===== src/rtl/uart_cmd_rx.sv =====
// 8N1 serial receiver that pairs consecutive bytes into a 16-bit command
// with a sticky ready flag and an inter-byte timeout.
module uart_cmd_rx #(
    parameter int BAUD_DIV     = 5208,
    parameter int TIMEOUT_CLKS = 104160
) (
    input  logic        clk,
    input  logic        rst_n,
    input  logic        RX,
    input  logic        clr_cmd_rdy,
    output logic [15:0] cmd,
    output logic        cmd_rdy,
    output logic        frame_err
);

    localparam int BW = $clog2(BAUD_DIV);
    localparam int TW = $clog2(TIMEOUT_CLKS);
    localparam logic [BW-1:0] HALF_LAST = BW'(BAUD_DIV / 2 - 1);
    localparam logic [BW-1:0] BIT_LAST  = BW'(BAUD_DIV - 1);
    localparam logic [TW-1:0] TO_LAST   = TW'(TIMEOUT_CLKS - 1);

    typedef enum logic [1:0] {B_IDLE, B_START, B_DATA, B_STOP} bit_state_t;
    typedef enum logic       {WAIT_HI, WAIT_LO} asm_state_t;

    bit_state_t    bit_state, bit_next;
    asm_state_t    asm_state, asm_next;
    logic          rx_meta, rx_s, rx_d;
    logic          rx_fall;
    logic [BW-1:0] baud_cnt;
    logic [2:0]    bit_idx;
    logic [7:0]    shift_reg;
    logic [7:0]    hi_byte;
    logic [TW-1:0] to_cnt;
    logic          start_smp, data_smp, stop_smp, sample;
    logic          byte_vld;
    logic          load_hi, pair_done;

    // Synchronizer preset to the idle level so reset never looks like a start bit.
    always_ff @(posedge clk or negedge rst_n) begin
        if (!rst_n) begin
            rx_meta <= 1'b1;
            rx_s    <= 1'b1;
            rx_d    <= 1'b1;
        end else begin
            // NOTE: non-blocking assignments make every flop sample the old value, forming a true shift chain.
            rx_meta <= RX;
            rx_s    <= rx_meta;
            rx_d    <= rx_s;
        end
    end

    assign rx_fall = rx_d & ~rx_s;

    // ---------------- bit-level FSM ----------------
    always_ff @(posedge clk or negedge rst_n) begin
        if (!rst_n) bit_state <= B_IDLE;
        else        bit_state <= bit_next;
    end

    always_comb begin
        // NOTE: default first so every path assigns bit_next and no latch is inferred.
        bit_next = bit_state;
        unique case (bit_state)
            B_IDLE:  if (rx_fall) bit_next = B_START;
            B_START: if (start_smp) bit_next = rx_s ? B_IDLE : B_DATA;
            B_DATA:  if (data_smp && bit_idx == 3'd7) bit_next = B_STOP;
            B_STOP:  if (stop_smp) bit_next = B_IDLE;
            default: bit_next = B_IDLE;
        endcase
    end

    always_comb begin
        start_smp = (bit_state == B_START) && (baud_cnt == HALF_LAST);
        data_smp  = (bit_state == B_DATA)  && (baud_cnt == BIT_LAST);
        stop_smp  = (bit_state == B_STOP)  && (baud_cnt == BIT_LAST);
        sample    = start_smp | data_smp | stop_smp;
        byte_vld  = stop_smp & rx_s;
        frame_err = stop_smp & ~rx_s;
    end

    always_ff @(posedge clk or negedge rst_n) begin
        if (!rst_n) begin
            baud_cnt  <= '0;
            bit_idx   <= '0;
            shift_reg <= '0;
        end else begin
            if (bit_state == B_IDLE || bit_next != bit_state || sample)
                baud_cnt <= '0;
            else
                baud_cnt <= baud_cnt + 1'b1;

            if (start_smp) begin
                bit_idx <= '0;
            end else if (data_smp) begin
                shift_reg <= {rx_s, shift_reg[7:1]};
                bit_idx   <= bit_idx + 1'b1;
            end
        end
    end

    // ---------------- byte-pair assembler ----------------
    always_ff @(posedge clk or negedge rst_n) begin
        if (!rst_n) asm_state <= WAIT_HI;
        else        asm_state <= asm_next;
    end

    // A valid low byte takes precedence over a timeout landing in the same cycle.
    always_comb begin
        asm_next = asm_state;
        unique case (asm_state)
            WAIT_HI: if (byte_vld) asm_next = WAIT_LO;
            WAIT_LO: if (byte_vld || frame_err || to_cnt == TO_LAST) asm_next = WAIT_HI;
            default: asm_next = WAIT_HI;
        endcase
    end

    always_comb begin
        load_hi   = (asm_state == WAIT_HI) && byte_vld;
        pair_done = (asm_state == WAIT_LO) && byte_vld;
    end

    always_ff @(posedge clk or negedge rst_n) begin
        if (!rst_n) begin
            hi_byte <= '0;
            to_cnt  <= '0;
            cmd     <= '0;
            cmd_rdy <= 1'b0;
        end else begin
            if (load_hi)
                hi_byte <= shift_reg;

            if (asm_state == WAIT_LO && asm_next == WAIT_LO)
                to_cnt <= to_cnt + 1'b1;
            else
                to_cnt <= '0;

            if (pair_done)
                cmd <= {hi_byte, shift_reg};

            // Completion beats a coincident clear so a fresh command is never lost.
            if (pair_done)
                cmd_rdy <= 1'b1;
            else if (clr_cmd_rdy)
                cmd_rdy <= 1'b0;
        end
    end

endmodule


===== config.mk =====
export PLATFORM = sky130hd
export DESIGN_NAME = uart_cmd_rx
export DESIGN_NICKNAME = d
export VERILOG_FILES = /design/src/rtl/uart_cmd_rx.sv
export SDC_FILE = /design/constraint.sdc
export NUM_CORES = 1
export LEC_CHECK = 0
export BUFFER_PORTS_ARGS = -buffer_cell sky130_fd_sc_hd__buf_2
export CELL_PAD_IN_SITES_DETAIL_PLACEMENT = 1
export CELL_PAD_IN_SITES_GLOBAL_PLACEMENT = 1
export CORE_MARGIN = 8
export CORE_UTILIZATION = 44
export DETAILED_ROUTE_END_ITERATION = 6
export PLACE_DENSITY = 0.84
export SKIP_CTS_REPAIR_TIMING = 1
export SYNTH_ARGS = -nofsm -noshare
export SYNTH_HDL_FRONTEND = slang
export SYNTH_SLANG_ARGS = --single-unit

===== constraint.sdc =====
create_clock -name clk -period 2.3 [get_ports clk]
set_clock_uncertainty 0.15 [all_clocks]
set_input_delay 0.115 -clock clk [delete_from_list [all_inputs] [get_ports clk]]
set_output_delay 0.115 -clock clk [all_outputs]
set_load 0.005 [all_outputs]

[Word-level counts from Yosys, hierarchy flattened]
Cells that the tools add are included.
Operators by class
  add/sub/neg operators: 3
  equal/unequal tests: 8
  multiplexer cells: 15
  bitwise operators: 8
  reductions and logical operators: 15
Operator list (number)
  17-bit by 1-bit adder with 17-bit output, second input constant: 1
  17-bit == test, second input constant: 1
  17-bit two-way mux: 1
  13-bit by 1-bit adder with 13-bit output, second input constant: 1
  13-bit by 12-bit == test with 1-bit output, second input constant: 1
  13-bit == test, second input constant: 1
  13-bit two-way mux: 1
  2-bit two-way mux: 5
  2-bit one-hot mux with 4 select lines: 1
  1-bit logical AND: 7
  3-bit two-way mux: 2
  2-bit == test, second input constant: 2
  1-bit logical OR: 4
  1-bit two-way mux: 4
  2-bit nonzero test: 2
  3-bit by 1-bit adder with 3-bit output, second input constant: 1
  1-bit AND: 3
  3-bit == test, second input constant: 1
  1-bit inverter: 3
  2-bit by 1-bit == test with 1-bit output, second input constant: 1
  2-bit logical NOT: 1
  2-bit != test: 1
  1-bit bitwise OR: 2
  1-bit one-hot mux with 2 select lines: 1
  2-bit AND reduction: 1
Storage, ports and cells
  flip-flop bits (word level): 72
  input port bits: 4
  output and inout bits: 18
  logic and storage cells: 61

[Longest topological paths before layout]
Gate-level depths: netlist of the first run.
  depth after elaboration: 9
  mapped depth: 8
  depth with buffers taken out: 5

[Least setup slack after synthesis of the first run]
OpenSTA, ideal clock, no wires.
  path type: register to register
  start: reg baud_cnt[0]
  end: reg hi_byte[0]
  library setup time: 0.125 ns
  arrival time: 2.083 ns
  required time: 2.025 ns
  path slack: -0.058 ns
  stages on the path, launching flop included: 9
  path buffers: 3
  cell sequence: dfrtp_1 -> ha_1 -> clkbuf_2 -> nor3b_4 -> nand4_1 -> buf_2 -> or4_1 -> buf_6 -> mux2_4
Between the ends
  cells in the longest elaborated chain, start to end: 4
Ends and longest elaborated chain
  from (decl): line 29  | logic [BW-1:0] baud_cnt;
  from (signal assigned): line 90  | baud_cnt <= baud_cnt + 1'b1;
  13-bit == test: line 75  | stop_smp = (bit_state == B_STOP) && (baud_cnt == BIT_LAST);
  1-bit logical AND: line 75
  1-bit AND: line 77  | byte_vld = stop_smp & rx_s;
  1-bit logical AND: line 118  | load_hi = (asm_state == WAIT_HI) && byte_vld;
  to (signal assigned): line 130  | hi_byte <= shift_reg;
  to (decl): line 32  | logic [7:0] hi_byte;
No other way between the ends.
A chain may end at the register's enable or synchronous reset.

[Worst setup path in the final report of the first run]
  start: reg baud_cnt[5]
  end: reg hi_byte[5]
Same word-level chain as after synthesis.

==> flow_summary.yaml, run 1 <==
run_status:
  outcome: "finished with violations"
  violations: "setup timing"
pwr:
  pwr-share-seq: 0.489
  power.total_mw: 2.841
  power_switching_mw: 0.7543
  pwr-share-comb: 0.110
  switching_share: 0.2655
  p_int_mw: 2.086
  powerDensity_nw_per_um2: 741.4
  p_leak_nw: 1.834
  peakVddDrop_mv: 0.2610
  pwr-share-clk: 0.402
setup_path:
  cp-start-kind: "register"
  crit_slowest_cell: "or4_1"
  crit_family: "simple AND/OR/NAND/NOR gates"
  worst_setup_path_end_kind: "register"
  r2r_slack_ps: -10
  worstPathMaxFanout: 9
  required_ps: 2370
  critPathKind: "reg2reg"
  critical_path_buf_inv_count: 1
  arrival_ps: 2390
  reg2reg_to: "hi_byte[5]"
  reg2reg_from: "baud_cnt[5]"
  r2r_cells: 5
  cp_cell_sequence: "nor4b_2 > nand4_1 > or4_1 > buf_6 > mux2_4"
  critPathMaxStageDelay_ps: 550
sta:
  slew_viol_final: 0
  finalCritPeriodShare: 1.006
  period_minus_slack_ps: 2314
  relSlewSlack: 0.6496
  rsz0062_at_grt: "yes"
  finalSetupTns_ps: -27.80
  setup_ws_ps: -14.16
  worst_pin_slew_ps: 524.0
  finalSetupViolations: 5
  whs_ps: 127.4
  fmax_mhz: 432.1
  hold_viol: 0
final_layout:
  final_cell_area_um2: 3831
  post-route-util: 0.5339
  layout.cells.non_filler: 410
  n_antenna_cell: 0
  drive_gt1_frac: 0.2958
  layout_common_cells: "dfrtp_1, nor2_1, buf_2, mux2_4"
  mostFrequentLayoutCell: "dfrtp_1"
  fin_nets: 314
  reg_top3: "to_cnt x17, cmd x16, baud_cnt x13"
  regMostFlops: "to_cnt"
  largest_register_ffs: 17
  areaGrowthSynthToFinish_pct: 18.41
cts:
  clockRootBuffer: "clkbuf_8"
  clock_latency_ps: 340
  cts_sinks: 72
  numCtsBuffers: 9
  cts_buffer_depth: 2
  h-tree-depth: 3
  path_clk_slew_ps: 80
  cts_tree: "built"
global_route:
  grt.total_usage: 0.1537
  antenna_found_initial: 0
  grt_pass1_wl_mm: 12.32
  grt_max_degree: 52
  first_global_vias: 2427
  grt.overflow.total: 0
floorplanning:
  rows: 31
  core_area_um2: 7176
  die_area_um2: 10350
  initial_core_util: 0.4509
  ios: 22
  die_h_um: 101.8
  fp.dieW_um: 101.8
synth:
  synth_top_family_by_area: "simple AND/OR/NAND/NOR gates"
  syn-num-nets: 271
  yosys.area_share.simple: 0.1632
  ys_async_sr_fraction: 1.000
  synth_area_leaders: "dfrtp_1, mux2_4, mux2_2"
  synth_flop_cell: "dfrtp_1"
  synth_mux_area_frac: 0.1338
  synth-edff-count: 0
  ys_ff_latch: 72
  synthXorXnorAreaFrac: 0.06226
  synth_cell_type_count: 42
  yosysSeqAreaShare: 0.5580
  synth_compound_area_frac: 0.04254
  yosysTopAreaCell: "dfrtp_1"
  syn_area_um2: 3236
  syn_avg_cell_area_um2: 12.30
  synth-adder-area-share: 0.01547
  synth_top_cell_area_share: 0.5336
  synthCells: 263
  yosys_warnings: 0
drt:
  first_iter_violations: 59
  wl_per_cell_um: 17.84
  routed_via_density: 5.356
  remaining_drc_errors: 0
  first_pass_iters: 4
  final_antenna_net_count: 0
  dr_total_vias: 2196
  routed_wl_mm: 7.314
placed_design:
  pre_cts_slack_ps: -36.78
  placed_area_um2: 3528
  place_congestion: 0.7873
  io_buffer_count: 21
  dp_cells: 389
  place.detailed.hpwl_mm: 4.853
min_path:
  hold_class: "in2async"
run:
  maxCapViolCount: 0
==> cell usage after synthesis (2+ instances only) <==
cell type  count
dfrtp_1       69
nor2_1        29
mux2_4        17
mux2_2        14
xor2_1        14
nand3_1       11
nand2_1       10
nand4_1       10
inv_1          9
xnor2_1        9
a21oi_1        6
o21ai_0        6
or4_1          6
nor3_1         5
and2_1         4
and4_1         4
ha_1           4
o31ai_1        4
buf_2          3
dfstp_2        3
nor4_1         3
buf_6          2
mux2i_1        2
==> power groups by stage <==
stage               registers [mW]  logic (mW)  clock network, mW
detailed placement            1.41       0.295                  0
global route                  1.40       0.345               1.22
finish                        1.39       0.312               1.14
CTS                           1.39       0.300               1.16
global placement              1.41       0.278                  0
floorplan                     1.40       0.169                  0
==> worst max-delay path by stage <==
stage	start	endpoint	slack, ps	cells after the start
detailed placement	baud_cnt[5]	cmd[12]	-40	5
global route	baud_cnt[0]	hi_byte[5]	-80	6
floorplan	baud_cnt[0]	hi_byte[0]	-40	8
finish	baud_cnt[5]	hi_byte[5]	-10	5
global placement	baud_cnt[5]	cmd[8]	90	5
CTS	baud_cnt[5]	cmd[7]	-50	5
==> cells by family (layout without fill, tap and decap cells) <==
kind of cell,Yosys count,in the layout
AO/OA/AOI/OAI,21,21
XOR/XNOR,23,23
adder cells (fa/ha/maj),4,4
buffers and inverters,16,64
flip-flops,72,72
multiplexers,33,33
AND/OR/NAND/NOR,94,94
==> metal layers <==
layer	up-vias	GRT usage	wire, um
li1	1027	-	-
met1	1130	0.1820	3195
met2	31	0.2641	3782
met3	8	0.02955	238
met4	0	0.06644	98
met5	-	0	0
==> layout make-up <==
class / instances / area [um2]
Multi-Input combinational cell: 175 / 1365
Fill cell: 746 / 3344
Sequential cell: 72 / 1805
Tap cell: 99 / 123.9
Inverter: 9 / 33.78
Clock buffer: 9 / 123.9
Timing Repair Buffer: 39 / 276.5
Clock inverter: 7 / 102.6
==> worst reg2reg max path, stage by stage (launching register included) <==
cell     delay, ps
dfrtp_1        430
nor4b_2        350
nand4_1        230
or4_1          550
buf_6          180
mux2_4         310
Power figures use the tool's default switching activity.
==> run 2, diff against run 1 <==
==> constraint.sdc (replaced) <==
create_clock -name clk -period 2.3 [get_ports clk]
set_clock_uncertainty 0.15 [all_clocks]
set_input_delay 0.23 -clock clk [delete_from_list [all_inputs] [get_ports clk]]
set_output_delay 0.23 -clock clk [all_outputs]
set_load 0.005 [all_outputs]
==> flow_summary.yaml, run 2 (synthesis results as in run 1) <==
final_layout:
  fin_nets: 313
  mostFrequentLayoutCell: "dfrtp_1"
  areaGrowthSynthToFinish_pct: 17.90
  largest_register_ffs: 17
  post-route-util: 0.5316
  regMostFlops: "to_cnt"
  drive_gt1_frac: 0.2935
  layout_common_cells: "dfrtp_1, nor2_1, buf_2, mux2_4"
  n_antenna_cell: 0
  fillers: 741
  reg_top3: "to_cnt x17, cmd x16, baud_cnt x13"
pwr:
  pwr-share-seq: 0.489
  powerDensity_nw_per_um2: 743.1
  power_switching_mw: 0.7488
  p_int_mw: 2.086
  peakVddDrop_mv: 0.2603
  pwr-share-comb: 0.109
  p_leak_nw: 1.828
  switching_share: 0.2641
  pwr-share-clk: 0.402
cts:
  cts_tree: "built"
  path_clk_slew_ps: 80
  clock_latency_ps: 340
  h-tree-depth: 3
  cts_buffer_depth: 2
  cts_sinks: 72
  clockRootBuffer: "clkbuf_8"
  numCtsBuffers: 9
setup_path:
  r2r_slack_ps: -2
  arrival_ps: 2380
  r2r_cells: 5
  reg2reg_to: "hi_byte[5]"
  worst_setup_path_end_kind: "register"
  cp-start-kind: "register"
  startpoint: "baud_cnt[5]"
  critPathKind: "reg2reg"
  worstPathMaxFanout: 9
  required_ps: 2370
  crit_end: "hi_byte[5]"
  reg2reg_from: "baud_cnt[5]"
drt:
  drt-met1-wl_mm: 3.159
  routed_wl_mm: 7.101
  first_pass_iters: 4
  first_iter_violations: 59
  route.met3.wl_um: 223
  remaining_drc_errors: 0
  dr_wl_met2_mm: 3.613
  dr_total_vias: 2172
  top_layer_used: "met4"
  final_antenna_net_count: 0
  wl_per_cell_um: 17.36
  routed_via_density: 5.311
floorplanning:
  core_area_um2: 7176
  die_area_um2: 10350
  die_h_um: 101.8
  rows: 31
  initial_core_util: 0.4509
  ios: 22
  fp.dieW_um: 101.8
run_status:
  outcome: "finished with violations"
  violations: "setup timing"
placed_design:
  place.detailed.hpwl_mm: 4.853
  place_congestion: 0.7873
  io_buffer_count: 21
global_route:
  antenna_found_initial: 0
  grt.overflow.total: 0
  grt.total_usage: 0.1537
  grt_pass1_wl_mm: 12.32
  first_global_vias: 2427
  grt_max_degree: 52
sta:
  fmax_mhz: 434.5
  slew_viol_final: 0
  hold_viol: 0
  relSlewSlack: 0.5090
  finalSetupViolations: 1
  setup_ws_ps: -1.690
  worst_pin_slew_ps: 734.4
  period_minus_slack_ps: 2302
  rsz0062_at_grt: "yes"
  whs_ps: 208.0
  finalCritPeriodShare: 1.001
run:
  maxCapViolCount: 0
min_path:
  hold_depth: 0
  hold_class: "reg2reg"
-- run 2: cell count changes in the layout (fill, tap and decap cells not counted) --
cell and delta:
o211ai_2 +1, buf_4 -1, o211ai_4 -1
-- run 2: stage by stage --
step | setup WS (ps) | cell area [um2] | power [mW] | TNS [ps] | cells
3_5_place_dp | -36.78 | 3528 | 1.706 | -285.7 | 389
6_report | -1.690 | 3815 | 2.835 | -1.690 | 409
3_3_place_gp | 85.87 | 3528 | 1.683 | 0 | 389
5_1_grt | -99.67 | 3815 | 2.959 | -2231 | 409
4_1_cts | -46.79 | 3755 | 2.850 | -495.2 | 405
2_1_floorplan | -38.97 | 3253 | 1.574 | -396.7 | 263
-- run 2: metal layers --
metal,vias up,global-route usage
li1,1024,-
met3,8,0.02955
met2,24,0.2641
met1,1116,0.1820
met5,-,0
met4,0,0.06644
-- run 2: worst min path at each step --
stage / startpoint / slack, ps / to
floorplan: rst_n / -220 / asm_state
global placement: rst_n / 70 / baud_cnt[9]
detailed placement: rst_n / 80 / baud_cnt[9]
CTS: rst_n / -290 / to_cnt[8]
global route: rx_meta / 220 / rx_s
finish: rx_meta / 210 / rx_s
-- run 2: area by class of cell --
type / instances / area, um2 / share of cell area
Clock buffer: 9 / 123.9 / 0.03247
Clock inverter: 7 / 102.6 / 0.02689
Inverter: 9 / 33.78 / 0.008855
Multi-Input combinational cell: 175 / 1356 / 0.3555
Sequential cell: 72 / 1805 / 0.4733
Tap cell: 99 / 123.9 / 0.03247
Timing Repair Buffer: 38 / 269.0 / 0.07051
-- run 2: critical path: stages (launching register included) --
cell and delay, ps:
dfrtp_1 430, nor4b_2 350, nand4_1 230, or4_1 540, buf_6 180, mux2_4 300
-- run 2: power by group through the flow --
stage | Sequential [mW] | Combinational [mW] | Clock, mW
floorplan | 1.40 | 0.169 | 0
global placement | 1.41 | 0.278 | 0
detailed placement | 1.41 | 0.295 | 0
CTS | 1.39 | 0.300 | 1.16
global route | 1.40 | 0.343 | 1.22
finish | 1.39 | 0.308 | 1.14
